<file path="src/rtl/multicycle_control_fsm.sv">
// Multi-cycle control sequencer for the RV32I core.
// Steps the shared datapath through FETCH/DECODE/EXEC/MEM/WB, one phase per
// cycle. It waits on the memory ready handshake, traps on unsupported opcodes
// or on a memory access that never completes, and counts retired instructions.
module multicycle_control_fsm #(
  parameter int CNT_W       = 32,
  parameter int MEM_TIMEOUT = 16
) (
  input  logic             clk,
  input  logic             rst,
  input  logic [6:0]       opcode,
  input  logic             zero,
  input  logic             mem_ready,
  output logic             RegWrite,
  output logic             ALUSrc,
  output logic [1:0]       ALUSrcA,
  output logic [1:0]       ALUOp,
  output logic             MemRead,
  output logic             MemWrite,
  output logic             IorD,
  output logic             IRWrite,
  output logic             PCWrite,
  output logic [1:0]       PCSrc,
  output logic             Branch,
  output logic [1:0]       wb_sel,
  output logic [2:0]       state,
  output logic             illegal,
  output logic [CNT_W-1:0] instret
);

  // Wait counter only has to count up to MEM_TIMEOUT-1 before the trap fires.
  localparam int WAIT_W = (MEM_TIMEOUT > 0) ? $clog2(MEM_TIMEOUT + 1) : 1;

  typedef enum logic [2:0] {
    S_FETCH  = 3'd0,
    S_DECODE = 3'd1,
    S_EXEC   = 3'd2,
    S_MEM    = 3'd3,
    S_WB     = 3'd4,
    S_TRAP   = 3'd7
  } state_t;

  localparam logic [6:0] OP_R      = 7'b0110011;
  localparam logic [6:0] OP_IMM    = 7'b0010011;
  localparam logic [6:0] OP_LOAD   = 7'b0000011;
  localparam logic [6:0] OP_STORE  = 7'b0100011;
  localparam logic [6:0] OP_BRANCH = 7'b1100011;
  localparam logic [6:0] OP_LUI    = 7'b0110111;
  localparam logic [6:0] OP_JAL    = 7'b1101111;

  // ALU operand A selects
  localparam logic [1:0] A_RS1  = 2'b00;
  localparam logic [1:0] A_PC   = 2'b01;
  localparam logic [1:0] A_ZERO = 2'b10;

  // ALU operation selects
  localparam logic [1:0] ALU_ADD   = 2'b00;
  localparam logic [1:0] ALU_SUB   = 2'b01;
  localparam logic [1:0] ALU_FUNCT = 2'b10;

  // PC source selects
  localparam logic [1:0] PC_ALU    = 2'b00;
  localparam logic [1:0] PC_TARGET = 2'b01;

  // Write-back data selects
  localparam logic [1:0] WB_ALU = 2'b00;
  localparam logic [1:0] WB_MDR = 2'b01;
  localparam logic [1:0] WB_PC  = 2'b10;

  state_t             state_q, state_d;
  logic [6:0]         op_q, op_d;
  logic [WAIT_W-1:0]  wait_q, wait_d;
  logic [CNT_W-1:0]   instret_q, instret_d;
  logic               illegal_q, illegal_d;
  logic               retire;
  logic               wait_expired;
  logic               op_supported;

  // Opcode whitelist checked while the instruction is being decoded.
  always_comb begin
    op_supported = 1'b0;
    case (opcode)
      OP_R, OP_IMM, OP_LOAD, OP_STORE, OP_BRANCH, OP_LUI, OP_JAL: op_supported = 1'b1;
      default: op_supported = 1'b0;
    endcase
  end

  // Another idle memory cycle at this count would exhaust the allowed wait.
  always_comb begin
    wait_expired = 1'b0;
    if (MEM_TIMEOUT > 0) begin
      wait_expired = (wait_q == WAIT_W'(MEM_TIMEOUT - 1));
    end
  end

  // Next-state, opcode latch, wait counter and retire pulse.
  always_comb begin
    state_d = state_q;
    op_d    = op_q;
    wait_d  = '0;
    retire  = 1'b0;
    case (state_q)
      S_FETCH: begin
        if (mem_ready) begin
          state_d = S_DECODE;
        end else if (wait_expired) begin
          state_d = S_TRAP;
        end else begin
          wait_d = wait_q + WAIT_W'(1);
        end
      end
      S_DECODE: begin
        op_d    = opcode;
        state_d = op_supported ? S_EXEC : S_TRAP;
      end
      S_EXEC: begin
        case (op_q)
          OP_R, OP_IMM, OP_LUI: state_d = S_WB;
          OP_LOAD, OP_STORE:    state_d = S_MEM;
          OP_BRANCH, OP_JAL: begin
            state_d = S_FETCH;
            retire  = 1'b1;
          end
          default: state_d = S_TRAP;
        endcase
      end
      S_MEM: begin
        if (mem_ready) begin
          if (op_q == OP_LOAD) begin
            state_d = S_WB;
          end else begin
            state_d = S_FETCH;
            retire  = 1'b1;
          end
        end else if (wait_expired) begin
          state_d = S_TRAP;
        end else begin
          wait_d = wait_q + WAIT_W'(1);
        end
      end
      S_WB: begin
        state_d = S_FETCH;
        retire  = 1'b1;
      end
      S_TRAP: begin
        state_d = S_TRAP;
      end
      default: begin
        state_d = S_TRAP;
      end
    endcase
    instret_d = instret_q + (retire ? CNT_W'(1) : CNT_W'(0));
    illegal_d = illegal_q | (state_d == S_TRAP);
  end

  // Datapath control decode; everything is forced low while reset is held so
  // an aborted access cannot complete a write.
  always_comb begin
    RegWrite = 1'b0;
    ALUSrc   = 1'b0;
    ALUSrcA  = A_RS1;
    ALUOp    = ALU_ADD;
    MemRead  = 1'b0;
    MemWrite = 1'b0;
    IorD     = 1'b0;
    IRWrite  = 1'b0;
    PCWrite  = 1'b0;
    PCSrc    = PC_ALU;
    Branch   = 1'b0;
    wb_sel   = WB_ALU;
    if (!rst) begin
      case (state_q)
        S_FETCH: begin
          // ALU forms PC+4 while the instruction is read from PC.
          MemRead = 1'b1;
          IorD    = 1'b0;
          ALUSrcA = A_PC;
          ALUSrc  = 1'b1;
          ALUOp   = ALU_ADD;
          if (mem_ready) begin
            IRWrite = 1'b1;
            PCWrite = 1'b1;
            PCSrc   = PC_ALU;
          end
        end
        S_DECODE: begin
          // Speculative branch/jump target PC+imm into the target register.
          ALUSrcA = A_PC;
          ALUSrc  = 1'b1;
          ALUOp   = ALU_ADD;
        end
        S_EXEC: begin
          case (op_q)
            OP_R: begin
              ALUSrcA = A_RS1;
              ALUSrc  = 1'b0;
              ALUOp   = ALU_FUNCT;
            end
            OP_IMM: begin
              ALUSrcA = A_RS1;
              ALUSrc  = 1'b1;
              ALUOp   = ALU_FUNCT;
            end
            OP_LOAD, OP_STORE: begin
              ALUSrcA = A_RS1;
              ALUSrc  = 1'b1;
              ALUOp   = ALU_ADD;
            end
            OP_BRANCH: begin
              ALUSrcA = A_RS1;
              ALUSrc  = 1'b0;
              ALUOp   = ALU_SUB;
              Branch  = 1'b1;
              PCSrc   = PC_TARGET;
              PCWrite = zero;
            end
            OP_LUI: begin
              ALUSrcA = A_ZERO;
              ALUSrc  = 1'b1;
              ALUOp   = ALU_ADD;
            end
            OP_JAL: begin
              // Link register gets the already-incremented PC.
              RegWrite = 1'b1;
              wb_sel   = WB_PC;
              PCWrite  = 1'b1;
              PCSrc    = PC_TARGET;
            end
            default: begin
              RegWrite = 1'b0;
            end
          endcase
        end
        S_MEM: begin
          IorD     = 1'b1;
          MemRead  = (op_q == OP_LOAD);
          MemWrite = (op_q == OP_STORE);
        end
        S_WB: begin
          RegWrite = 1'b1;
          wb_sel   = (op_q == OP_LOAD) ? WB_MDR : WB_ALU;
        end
        default: begin
          RegWrite = 1'b0;
        end
      endcase
    end
  end

  // Sequencer state, latched opcode, wait counter, retire count, trap flag.
  always_ff @(posedge clk or posedge rst) begin
    if (rst) begin
      state_q   <= S_FETCH;
      op_q      <= '0;
      wait_q    <= '0;
      instret_q <= '0;
      illegal_q <= 1'b0;
    end else begin
      state_q   <= state_d;
      op_q      <= op_d;
      wait_q    <= wait_d;
      instret_q <= instret_d;
      illegal_q <= illegal_d;
    end
  end

  assign state   = state_q;
  assign illegal = illegal_q;
  assign instret = instret_q;

endmodule

</file>
<file path="config.mk">
export PLATFORM = sky130hd
export DESIGN_NAME = multicycle_control_fsm
export DESIGN_NICKNAME = d
export VERILOG_FILES = /design/src/rtl/multicycle_control_fsm.sv
export SDC_FILE = /design/constraint.sdc
export NUM_CORES = 1
export LEC_CHECK = 0
export ABC_AREA = 1
export BUFFER_PORTS_ARGS = -buffer_cell sky130_fd_sc_hd__buf_2
export CAP_MARGIN = 20
export CORE_UTILIZATION = 41
export CTS_BUF_LIST = sky130_fd_sc_hd__clkbuf_8
export DETAILED_ROUTE_END_ITERATION = 10
export SETUP_SLACK_MARGIN = 0.05
export SYNTH_ARGS = -nofsm -noshare
export SYNTH_HDL_FRONTEND = slang
export SYNTH_SLANG_ARGS = --single-unit
</file>
<file path="constraint.sdc">
create_clock -name clk -period 4.1 [get_ports clk]
set_clock_uncertainty 0.15 [all_clocks]
set_input_delay 1.23 -clock clk [delete_from_list [all_inputs] [get_ports clk]]
set_output_delay 1.23 -clock clk [all_outputs]
set_load 0.02 [all_outputs]
</file>
### Yosys cells after proc, flatten, opt, wreduce, memory -nomap -nowiden

Index checks and enable logic that the tools add are counted.

| storage, ports and cells | value |
|---|---|
| bits in registers | 48 |
| input bits | 11 |
| output and inout bits | 52 |
| logic and storage cells | 87 |

| operators by class | value |
|---|---|
| reduce and logical (&&, ||, !) cells | 9 |
| mux-type cells | 50 |
| add/subtract/negate cells | 2 |
| bitwise logic cells | 1 |
| equality and inequality tests | 20 |

Operator list:

| cell | count |
|---|---|
| 7-bit by 6-bit equality test with 1-bit output, second input constant | 6 |
| 32-bit by 1-bit adder with 32-bit output | 1 |
| 7-bit equality test, second input constant | 4 |
| 1-bit two-way mux | 25 |
| 3-bit two-way mux | 5 |
| 5-bit two-way mux | 3 |
| 3-bit case mux with 5 select lines | 1 |
| 7-bit by 2-bit equality test with 1-bit output, second input constant | 2 |
| 7-bit by 5-bit equality test with 1-bit output, second input constant | 2 |
| 2-bit two-way mux | 6 |
| 2-bit case mux with 2 select lines | 3 |
| 1-bit case mux with 2 select lines | 5 |
| 2-bit OR reduction | 5 |
| 3-bit case mux with 3 select lines | 1 |
| 7-bit OR reduction | 1 |
| 3-bit by 2-bit equality test with 1-bit output, second input constant | 2 |
| 3-bit equality test, second input constant | 2 |
| 5-bit by 1-bit adder with 5-bit output, second input constant | 1 |
| 5-bit by 4-bit equality test with 1-bit output, second input constant | 1 |
| 4-bit OR reduction | 1 |
| 3-bit by 1-bit equality test with 1-bit output, second input constant | 1 |
| 3-bit zero test | 1 |
| 1-bit case mux with 3 select lines | 1 |
| 3-bit OR reduction | 1 |
| 1-bit bitwise OR | 1 |

### Longest topological paths before layout

Gate-level depths: netlist of run 1.

| logic depth | value |
|---|---|
| word-level depth | 7 |
| depth in mapped cells | 18 |
| depth with buffers taken out | 18 |

### Least setup slack after synthesis of run 1

Ideal clock, no wire load.

| path | value |
|---|---|
| kind | input to output |
| start point | input port rst |
| end point | output port MemWrite |
| stages | 2 |
| required time | 2.720 ns |
| buffers on the path | 1 |
| arrival time | 2.134 ns |
| slack | 0.586 ns |
| cell sequence | clkbuf_1 -> nor4_1 |

| on the way | value |
|---|---|
| word-level cells in the longest chain between the ends | 1 |

Ends and longest elaborated chain:

| element | line | source |
|---|---|---|
| start: declaration | 10 | `input logic rst,` |
| 1-bit two-way mux | 171 | `if (!rst) begin` |
| end: declaration | 19 | `output logic MemWrite,` |

No other way between the ends.

### Worst setup path after layout of run 1

| path | value |
|---|---|
| start point | input port rst |
| end point | output port ALUOp[1] |

| on the way | value |
|---|---|
| word-level cells in the longest chain between the ends | 1 |

Ends and longest elaborated chain:

| element | line | source |
|---|---|---|
| 2-bit two-way mux | 171 |  |
| end: declaration | 17 | `output logic [1:0] ALUOp,` |

No other way between the ends.

==> results of run 1 <==
[worst paths after layout]
check | start | end | cells past startpoint
max | rst | ALUOp[1] | 5
min | illegal | illegal | 2
max reg2reg | op_q[1] | instret[20] | 17
min reg2reg | illegal | illegal | 2
max in group asynchronous | rst | illegal | 3
min in group asynchronous | rst | instret[4] | 2
[power groups by stage]
stage	logic, mW	clock network [mW]	registers (mW)
2_1_floorplan	0.0170	0	0.486
3_3_place_gp	0.0268	0	0.486
3_5_place_dp	0.0269	0	0.486
4_1_cts	0.0270	0.270	0.477
5_1_grt	0.0336	0.287	0.477
6_report	0.0283	0.254	0.477
[metrics by stage]
| stage | cell area [µm²] | std cells |
|---|---|---|
| after floorplan | 2720 | 343 |
| after global placement | 3100 | 477 |
| after detailed placement | 3100 | 477 |
| after CTS | 3170 | 482 |
| after global routing | 3190 | 483 |
| final | 3190 | 483 |
[worst register-to-register path, stage by stage (launching register included)]
cell and delay [ns]:
dfrtp_1 0.38, nand2_1 0.11, nor3_1 0.36, nand2_1 0.18, nor3_1 0.24, a21oi_1 0.07, nand3_1 0.08, ha_1 0.19
ha_1 0.22, nand3_1 0.16, inv_2 0.10, nand2_2 0.07, nor3_2 0.26, nand2_1 0.12, nor2_2 0.13, nand2_1 0.06
nand2_1 0.07, nand2_1 0.05
[cells by family after synthesis]
kind of cell    share of synthesized area
compound gates                     0.0377
xor+xnor                           0.0897
fa+ha+maj                          0.0138
buf+inv                            0.0704
flops                               0.442
mux                               0.00828
other cells                       0.00138
simple gates                        0.337
[sequential cells by signal (all words and copies together), names as in the netlist]
signal and flops:
op_q 7, wait_q 5, instret 32, illegal 1
state 3
[layout by cell type, fill, tap and decap left out, types with 3 or more instances in the layout]
cell / count
a21oi_1: 8
buf_2: 61
clkbuf_8: 5
dfrtp_1: 48
ha_1: 3
inv_1: 43
nand2_1: 73
nand2_2: 3
nand3_1: 24
nand3_2: 3
nand3b_1: 4
nand4_1: 4
nor2_1: 47
nor2_2: 4
nor3_1: 18
nor3b_1: 3
nor4_1: 4
o21ai_0: 8
xnor2_1: 5
xor2_1: 21
[metal layers]
layer,share of wire,track usage,vias up
li1,-,-,1211
met1,0.51,0.270,1120
met2,0.43,0.274,55
met3,0.046,0.0386,7
met4,0.015,0.0539,0
met5,0,0,-
[layout make-up]
type	count	share of cell area
multi-input combinational	246	0.416
timing repair buffer	62	0.102
tap	77	0.0302
clock buffer	5	0.0216
inverter	45	0.0530
sequential	48	0.377
==> flow_summary_export.csv, run 1 <==
group,metric,value,unit
logic_synthesis,synth_common_cells,"nand2_1 (73), dfrtp_1 (48), nor2_1 (47), inv_1 (44), nand3_1 (24)",
clock_tree,cts_tree,"yes",
global_routing,grt_pass1_wl,10.2,mm
logic_synthesis,ys_seq_area_frac,0.442,
finish,fill_cells,663,
power_and_ir_drop,leakage,1.67,nW
min_path,hold_path_class,"register to register",
global_routing,gr-total-overflow,0,
setup_path,cp-end-kind,"output pin",
power_and_ir_drop,vdd_drop_max,0.113,mV
logic_synthesis,postSynthAreaPerCell,7.93,µm²
timing,fin_tns_setup,0,ns
place,post-dp-hpwl,4.74,mm
die,die_area,0.00696,mm²
setup_path,path_buf_inv,2,
die,die_h,83.5,µm
timing,setup_ws,0.692,ns
status,status,"finished clean",
logic_synthesis,ys_dominant_reg_cell,"dfrtp_1",
logic_synthesis,yosys-top-cells-area,"dfrtp_1 (44%), nand2_1 (10%), xor2_1 (6.8%)",
logic_synthesis,synth_area_leader_cell,"dfrtp_1",
timing,setup_viol,0,
die,core.rowCount,29,
finish,fin_nets,422,
logic_synthesis,yosysUniqueCellTypes,32,
finish,area_growth,17.2,%
clock_tree,post-cts-setup-buffers,0,
timing,rsz0062_at_grt,"no",
logic_synthesis,syn_nets,357,
global_routing,grt_max_degree,49,
die,initial_core_util,0.426,
timing,slew_viol_final,0,
route,dr.pass1.iters,4,
route,drc_errors,0,
clock_tree,cts-root-buf,"clkbuf_8",
power_and_ir_drop,power,0.759,mW
logic_synthesis,async_reset_ff_frac,1.00,
logic_synthesis,synth.most_common_cell,"nand2_1",
global_routing,antenna_found_initial,0,
setup_path,worst_setup_path_start_kind,"input port",
route,vias_per_cell,4.95,
route,via_count,2393,
power_and_ir_drop,internal_power,0.594,mW
logic_synthesis,synthCells,343,
power_and_ir_drop,sw_frac_of_total,0.218,
finish,antenna_cells,0,
logic_synthesis,synth_edf_count,0,
global_routing,grt_util_all_layers,0.184,
clock_tree,cts.clk_slew.worst_paths,0.08,ns
flow_run,cap_violations,0,
finish,drive_above_1_share,0.222,
clock_tree,numCtsBuffers,5,
logic_synthesis,ys_ff_latch,48,
timing,hold_viol_final,0,
clock_tree,cts-resized-gates,0,
power_and_ir_drop,power.share.combinational,0.037,
setup_path,cp_max_fo,11,
logic_synthesis,netlist_area,0.00272,mm²
setup_path,critical-path-max-stage-delay,0.20,ns
setup_path,crit_required,2.72,ns
route,wl,6.04,mm
setup_path,cp_slowest_cell,"buf_2",
clock_tree,worstSkewPairLatency,0.30,ns
die,die_width,83.5,µm
setup_path,worst-setup-path-type,"input port to output pin",
route,wl_per_cell,12.5,µm
die,io_pins,63,
power_and_ir_drop,power_density,238,mW/mm²
route,drt-initial-drc-count,89,
timing,whs,0.310,ns
power_and_ir_drop,p_sw,0.165,mW
power_and_ir_drop,p_clk_frac,0.335,
setup_path,cp_common_cell,"buf_2",
finish,multi_input_area,0.00133,mm²
setup_path,critPathArrivalTime,2.03,ns
place,dpl_worst_slack,0.691,ns
clock_tree,htree_levels,2,
route,ant_nets,0,
logic_synthesis,synth_top_area_frac,0.442,
logic_synthesis,yosys_warnings,0,
place,port-buffer-count,61,
timing,final.period_utilization,0.831,
global_routing,grt_pass1_vias,2183,
timing,finalCriticalPeriod,3.41,ns
die,core,0.00639,mm²
clock_tree,clock_sinks,48,
place,place_congestion,0.828,
finish,seq_area,0.00120,mm²
power_and_ir_drop,pwr-share-seq,0.628,
finish,fin_util,0.499,
setup_path,path_delay_family,"simple AND/OR/NAND/NOR gates",
clock_tree,max-clock-path-buffers,2,
clock_tree,holdBufCountCts,0,
timing,fmax,293,MHz
setup_path,crit_chain,"buf_2 > nor2_1 > nand2_1 > nor4_1 > buf_2",
setup_path,reg2reg_setup_slack,1.01,ns
(Power assumes the default switching activity.)
==> run 2: changes to the inputs <==
PLACE_DENSITY = 0.66   (was unset)
clock period = 3.02 ns   (was 4.1 ns; I/O delays follow)
==> run 2 against run 1 <==
Register-to-register slack worse by 0.73 ns. Critical endpoint is now wb_sel[0]. Cell area is 3.0% higher. Combinational power increased by 39%. Critical path type is now register to output pin. Setup slack worse by 0.53 ns.
==> flow_summary_export.csv, run 2 (same netlist as run 1, synthesis figures left out) <==
group,metric,value,unit
status,status,"finished clean",
power_and_ir_drop,p_sw,0.239,mW
clock_tree,clock_sinks,48,
place,place_congestion,0.895,
timing,setup_ws,0.166,ns
route,drc_errors,0,
place,dpl_worst_slack,0.172,ns
setup_path,r2r-end,"instret[20]",
global_routing,grt_pass1_wl,10.6,mm
clock_tree,cts_tree,"yes",
setup_path,critPathArrivalTime,1.80,ns
flow_run,cap_violations,0,
setup_path,ff2ff_path_depth,19,
timing,finalCriticalPeriod,2.85,ns
finish,multi_input_area,0.00136,mm²
power_and_ir_drop,sw_frac_of_total,0.209,
clock_tree,max-clock-path-buffers,2,
setup_path,crit_required,1.96,ns
timing,fmax,350,MHz
finish,antenna_cells,0,
clock_tree,numCtsBuffers,5,
min_path,hold_depth,2,
clock_tree,htree_levels,2,
die,core,0.00639,mm²
setup_path,worst-setup-path-type,"register to output pin",
die,die_area,0.00696,mm²
die,die_h,83.5,µm
route,dr.max_layer_used,"met4",
power_and_ir_drop,p_clk_frac,0.398,
min_path,hold_path_class,"register to register",
timing,setup_viol,0,
setup_path,cp-end-kind,"output pin",
die,core.rowCount,29,
timing,relSlewSlack,0.542,
power_and_ir_drop,power.share.combinational,0.034,
finish,fin_nets,427,
clock_tree,cts-root-buf,"clkbuf_8",
finish,area_growth,20.7,%
power_and_ir_drop,leakage,1.71,nW
finish,seq_area,0.00120,mm²
finish,layout_common_cells,"nand2_1 (72), buf_2 (61), dfrtp_1 (48)",
global_routing,grt_util_all_layers,0.190,
route,via_count,2441,
route,dr.pass1.iters,4,
timing,rsz0062_at_grt,"no",
finish,drive_above_1_share,0.251,
die,initial_core_util,0.426,
route,wl_per_cell,12.9,µm
route,drt-initial-drc-count,181,
route,ant_nets,0,
route,vias_per_cell,4.97,
setup_path,worst_setup_path_start_kind,"register",
power_and_ir_drop,power_density,347,mW/mm²
route,wl,6.34,mm
finish,final_common_cell,"nand2_1",
global_routing,grt_max_degree,33,
setup_path,r2r-start,"op_q[0]",
setup_path,cp_max_fo,4,
setup_path,reg2reg_setup_slack,0.28,ns
power_and_ir_drop,pwr-share-seq,0.568,
timing,final.period_utilization,0.945,
finish,fill_cells,651,
power_and_ir_drop,internal_power,0.902,mW
global_routing,grt_pass1_vias,2288,
global_routing,gr-total-overflow,0,
timing,fin_tns_setup,0,ns
timing,hold_viol_final,0,
min_path,min_to,"illegal",
route,met3_length,212,µm
die,die_width,83.5,µm
min_path,min-delay-start,"illegal",
place,port-buffer-count,61,
clock_tree,cts.clk_slew.worst_paths,0.08,ns
clock_tree,worstSkewPairLatency,0.30,ns
timing,slew_viol_final,0,
timing,tightest_slew,0.686,ns
place,post-dp-hpwl,5.00,mm
route,drt-met1-wl,3.16,mm
route,met2WireLength,2.83,mm
die,io_pins,63,
power_and_ir_drop,vdd_drop_max,0.200,mV
finish,largest_register_ffs,32,
global_routing,antenna_found_initial,0,
-- run 2: final cells by class --
cell class | instances | share of cell area
Clock buffer | 5 | 0.0210
Clock inverter | 3 | 0.0130
Inverter | 45 | 0.0514
Multi-Input combinational cell | 246 | 0.413
Sequential cell | 48 | 0.366
Tap cell | 77 | 0.0293
Timing Repair Buffer | 67 | 0.107
-- run 2: timing repair --
item	in CTS	in global routing
resized for setup	0	7
endpoints found under the setup margin	0	12
buffers inserted	0	2
hold buffers	0	0
-- run 2: worst max path at each step --
| stage | startpoint | endpoint | slack (ns) | cells after the start |
|---|---|---|---|---|
| CTS | op_q[0] | wb_sel[0] | 0.14 | 8 |
| finish | op_q[0] | wb_sel[0] | 0.17 | 8 |
| global route | op_q[1] | wb_sel[0] | 0.02 | 8 |
| detailed placement | mem_ready | instret[30] | 0.17 | 14 |
| global placement | mem_ready | instret[30] | 0.27 | 14 |
| floorplan | rst | MemWrite | 0.15 | 2 |
-- run 2: through the flow --
stage / hold slack, ns / power (mW) / instance area (µm²) / instances / utilization
2_1_floorplan: 0.291 / 0.683 / 2720 / 343 / -
3_5_place_dp: 0.302 / 0.699 / 3130 / 481 / 0.490
5_1_grt: 0.342 / 1.20 / 3280 / 491 / 0.514
6_report: 0.322 / 1.14 / 3280 / 491 / 0.514
3_3_place_gp: 0.308 / 0.698 / 3130 / 481 / 0.490
4_1_cts: 0.324 / 1.16 / 3240 / 489 / 0.507
-- run 2: power by group through the flow --
stage          Combinational (mW)  Sequential (mW)  Clock [mW]
2_1_floorplan              0.0231            0.659           0
3_5_place_dp               0.0386            0.660           0
4_1_cts                    0.0387            0.647       0.474
5_1_grt                    0.0461            0.648       0.501
6_report                   0.0392            0.648       0.454
3_3_place_gp               0.0378            0.660           0
-- run 2: critical path: stages (launching register included) --
cell and delay [ns]:
dfrtp_1 0.39, nand2_2 0.11, nor3_4 0.19, buf_4 0.14, nand3_1 0.12, nor2_1 0.14, inv_1 0.07, nor3_2 0.14
buf_2 0.20
-- run 2: routing by layer --
layer,track usage,vias to the layer above
met1,0.271,1153
li1,-,1220
met3,0.0356,11
met2,0.288,57
met4,0.0755,0
met5,0,-
==> run 3: changes to the inputs <==
RECOVER_POWER = 50   (was unset)
==> run 3 against run 2 <==
Fmax barely moved. Register-to-register slack barely moved. Sequential cell count did not move. Combinational power fell by 4%. Setup slack got worse by 0.0024 ns. Non-clock buffer count did not move. Core utilization fell by 0.35 points. Total power rose by 0.25%.
==> flow_summary_export.csv, run 3 (same netlist as run 1, synthesis figures left out) <==
group,metric,value,unit
status,status,"finished clean",
clock_tree,cts.clk_slew.worst_paths,0.08,ns
timing,fmax,350,MHz
die,io_pins,63,
setup_path,crit_chain,"nand2_2 > nor3_4 > buf_4 > nand3_1 > nor2_1 > inv_1 > nor3_2 > buf_2",
die,die_area,0.00696,mm²
route,drt-initial-drc-count,159,
place,postPlaceCellArea,0.00313,mm²
finish,fin_util,0.511,
global_routing,gr-total-overflow,0,
timing,tightest_slew,1.21,ns
route,vias_per_cell,4.97,
setup_path,worst-setup-path-type,"register to output pin",
timing,slew_viol_final,0,
setup_path,worst_setup_path_start_kind,"register",
finish,drive_above_1_share,0.220,
route,dr.pass1.iters,5,
global_routing,antenna_found_initial,0,
setup_path,cp_slowest_cell,"dfrtp_1",
clock_tree,htree_levels,2,
finish,fill_cells,651,
clock_tree,cts-root-buf,"clkbuf_8",
timing,hold_viol_final,0,
finish,area_growth,19.9,%
flow_run,cap_violations,0,
timing,setup_viol,0,
die,die_h,83.5,µm
route,ant_nets,0,
die,core,0.00639,mm²
place,place_congestion,0.895,
min_path,hold_path_class,"register to register",
route,via_count,2440,
setup_path,path_delay_family,"simple AND/OR/NAND/NOR gates",
setup_path,critical-path-max-stage-delay,0.39,ns
place,dpl_worst_slack,0.172,ns
route,wl,6.35,mm
power_and_ir_drop,power_density,351,mW/mm²
place,dp.cells,481,
die,die_width,83.5,µm
global_routing,grt_pass1_vias,2288,
finish,fin_nets,427,
global_routing,grt_util_all_layers,0.190,
setup_path,critPathArrivalTime,1.80,ns
timing,rsz0062_at_grt,"no",
finish,layout_common_cells,"nand2_1 (72), buf_2 (52), dfrtp_1 (48)",
finish,largest_register_ffs,32,
finish,fin_area,0.00326,mm²
power_and_ir_drop,power,1.14,mW
die,initial_core_util,0.426,
finish,final_common_cell,"nand2_1",
global_routing,grt_pass1_wl,10.6,mm
power_and_ir_drop,vdd_drop_max,0.203,mV
timing,finalCriticalPeriod,2.86,ns
clock_tree,clock_sinks,48,
clock_tree,max-clock-path-buffers,2,
clock_tree,worstSkewPairLatency,0.30,ns
timing,whs,0.324,ns
setup_path,crit_required,1.96,ns
timing,setup_ws,0.163,ns
finish,layout.cells.non_filler,491,
power_and_ir_drop,leakage,1.68,nW
place,post-dp-hpwl,5.00,mm
timing,final.period_utilization,0.946,
route,drc_errors,0,
global_routing,grt_max_degree,33,
clock_tree,numCtsBuffers,5,
finish,antenna_cells,0,
timing,fin_tns_setup,0,ns
route,wl_per_cell,12.9,µm
clock_tree,cts_tree,"yes",
setup_path,path_buf_inv,3,
place,port-buffer-count,61,
setup_path,cp-end-kind,"output pin",
setup_path,cp_max_fo,4,
die,core.rowCount,29,
timing,relSlewSlack,0.194,
[run 3: what timing repair did]
action	CTS	global route
hold buffers	0	0
setup endpoints to repair	0	12
setup buffers	0	2
gates resized for setup	0	7
[run 3: tightest hold or removal path, delay by kind of cell (launching register included)]
family	cells	cell delay (ns)
flops	1	0.35
simple gates	1	0.05
buf+inv	1	0.05
[run 3: area by class of cell]
type,count,area [µm²],share of cell area
timing repair buffer,67,332,0.102
inverter,45,169,0.0518
tap,77,96.3,0.0295
sequential,48,1200,0.368
clock inverter,3,42.5,0.0130
clock buffer,5,68.8,0.0211
multi-input combinational,246,1350,0.415
[run 3: path summary, 6_finish.rpt]
kind,cells past startpoint,slack (ns),startpoint,endpoint
setup / recovery,8,0.16,op_q[0],wb_sel[0]
hold reg to reg,2,0.32,illegal,illegal
hold / removal,2,0.32,illegal,illegal
setup reg to reg,19,0.29,op_q[0],instret[20]
min in group asynchronous,2,0.87,rst,op_q[6]
max in group asynchronous,3,0.86,rst,instret[13]
[run 3: per-layer routing]
| metal | GRT usage | vias to the layer above | part of all wire |
|---|---|---|---|
| met1 | 0.271 | 1156 | 0.50 |
| met3 | 0.0356 | 9 | 0.038 |
| li1 | - | 1220 | - |
| met4 | 0.0755 | 0 | 0.020 |
| met2 | 0.288 | 55 | 0.44 |
| met5 | 0 | - | 0 |
[run 3: power by group]
part	switching, mW	internal [mW]	total (mW)
combinational	0.0266	0.0111	0.0377
sequential	0.00294	0.645	0.648
clock	0.213	0.245	0.458
total	0.243	0.901	1.14
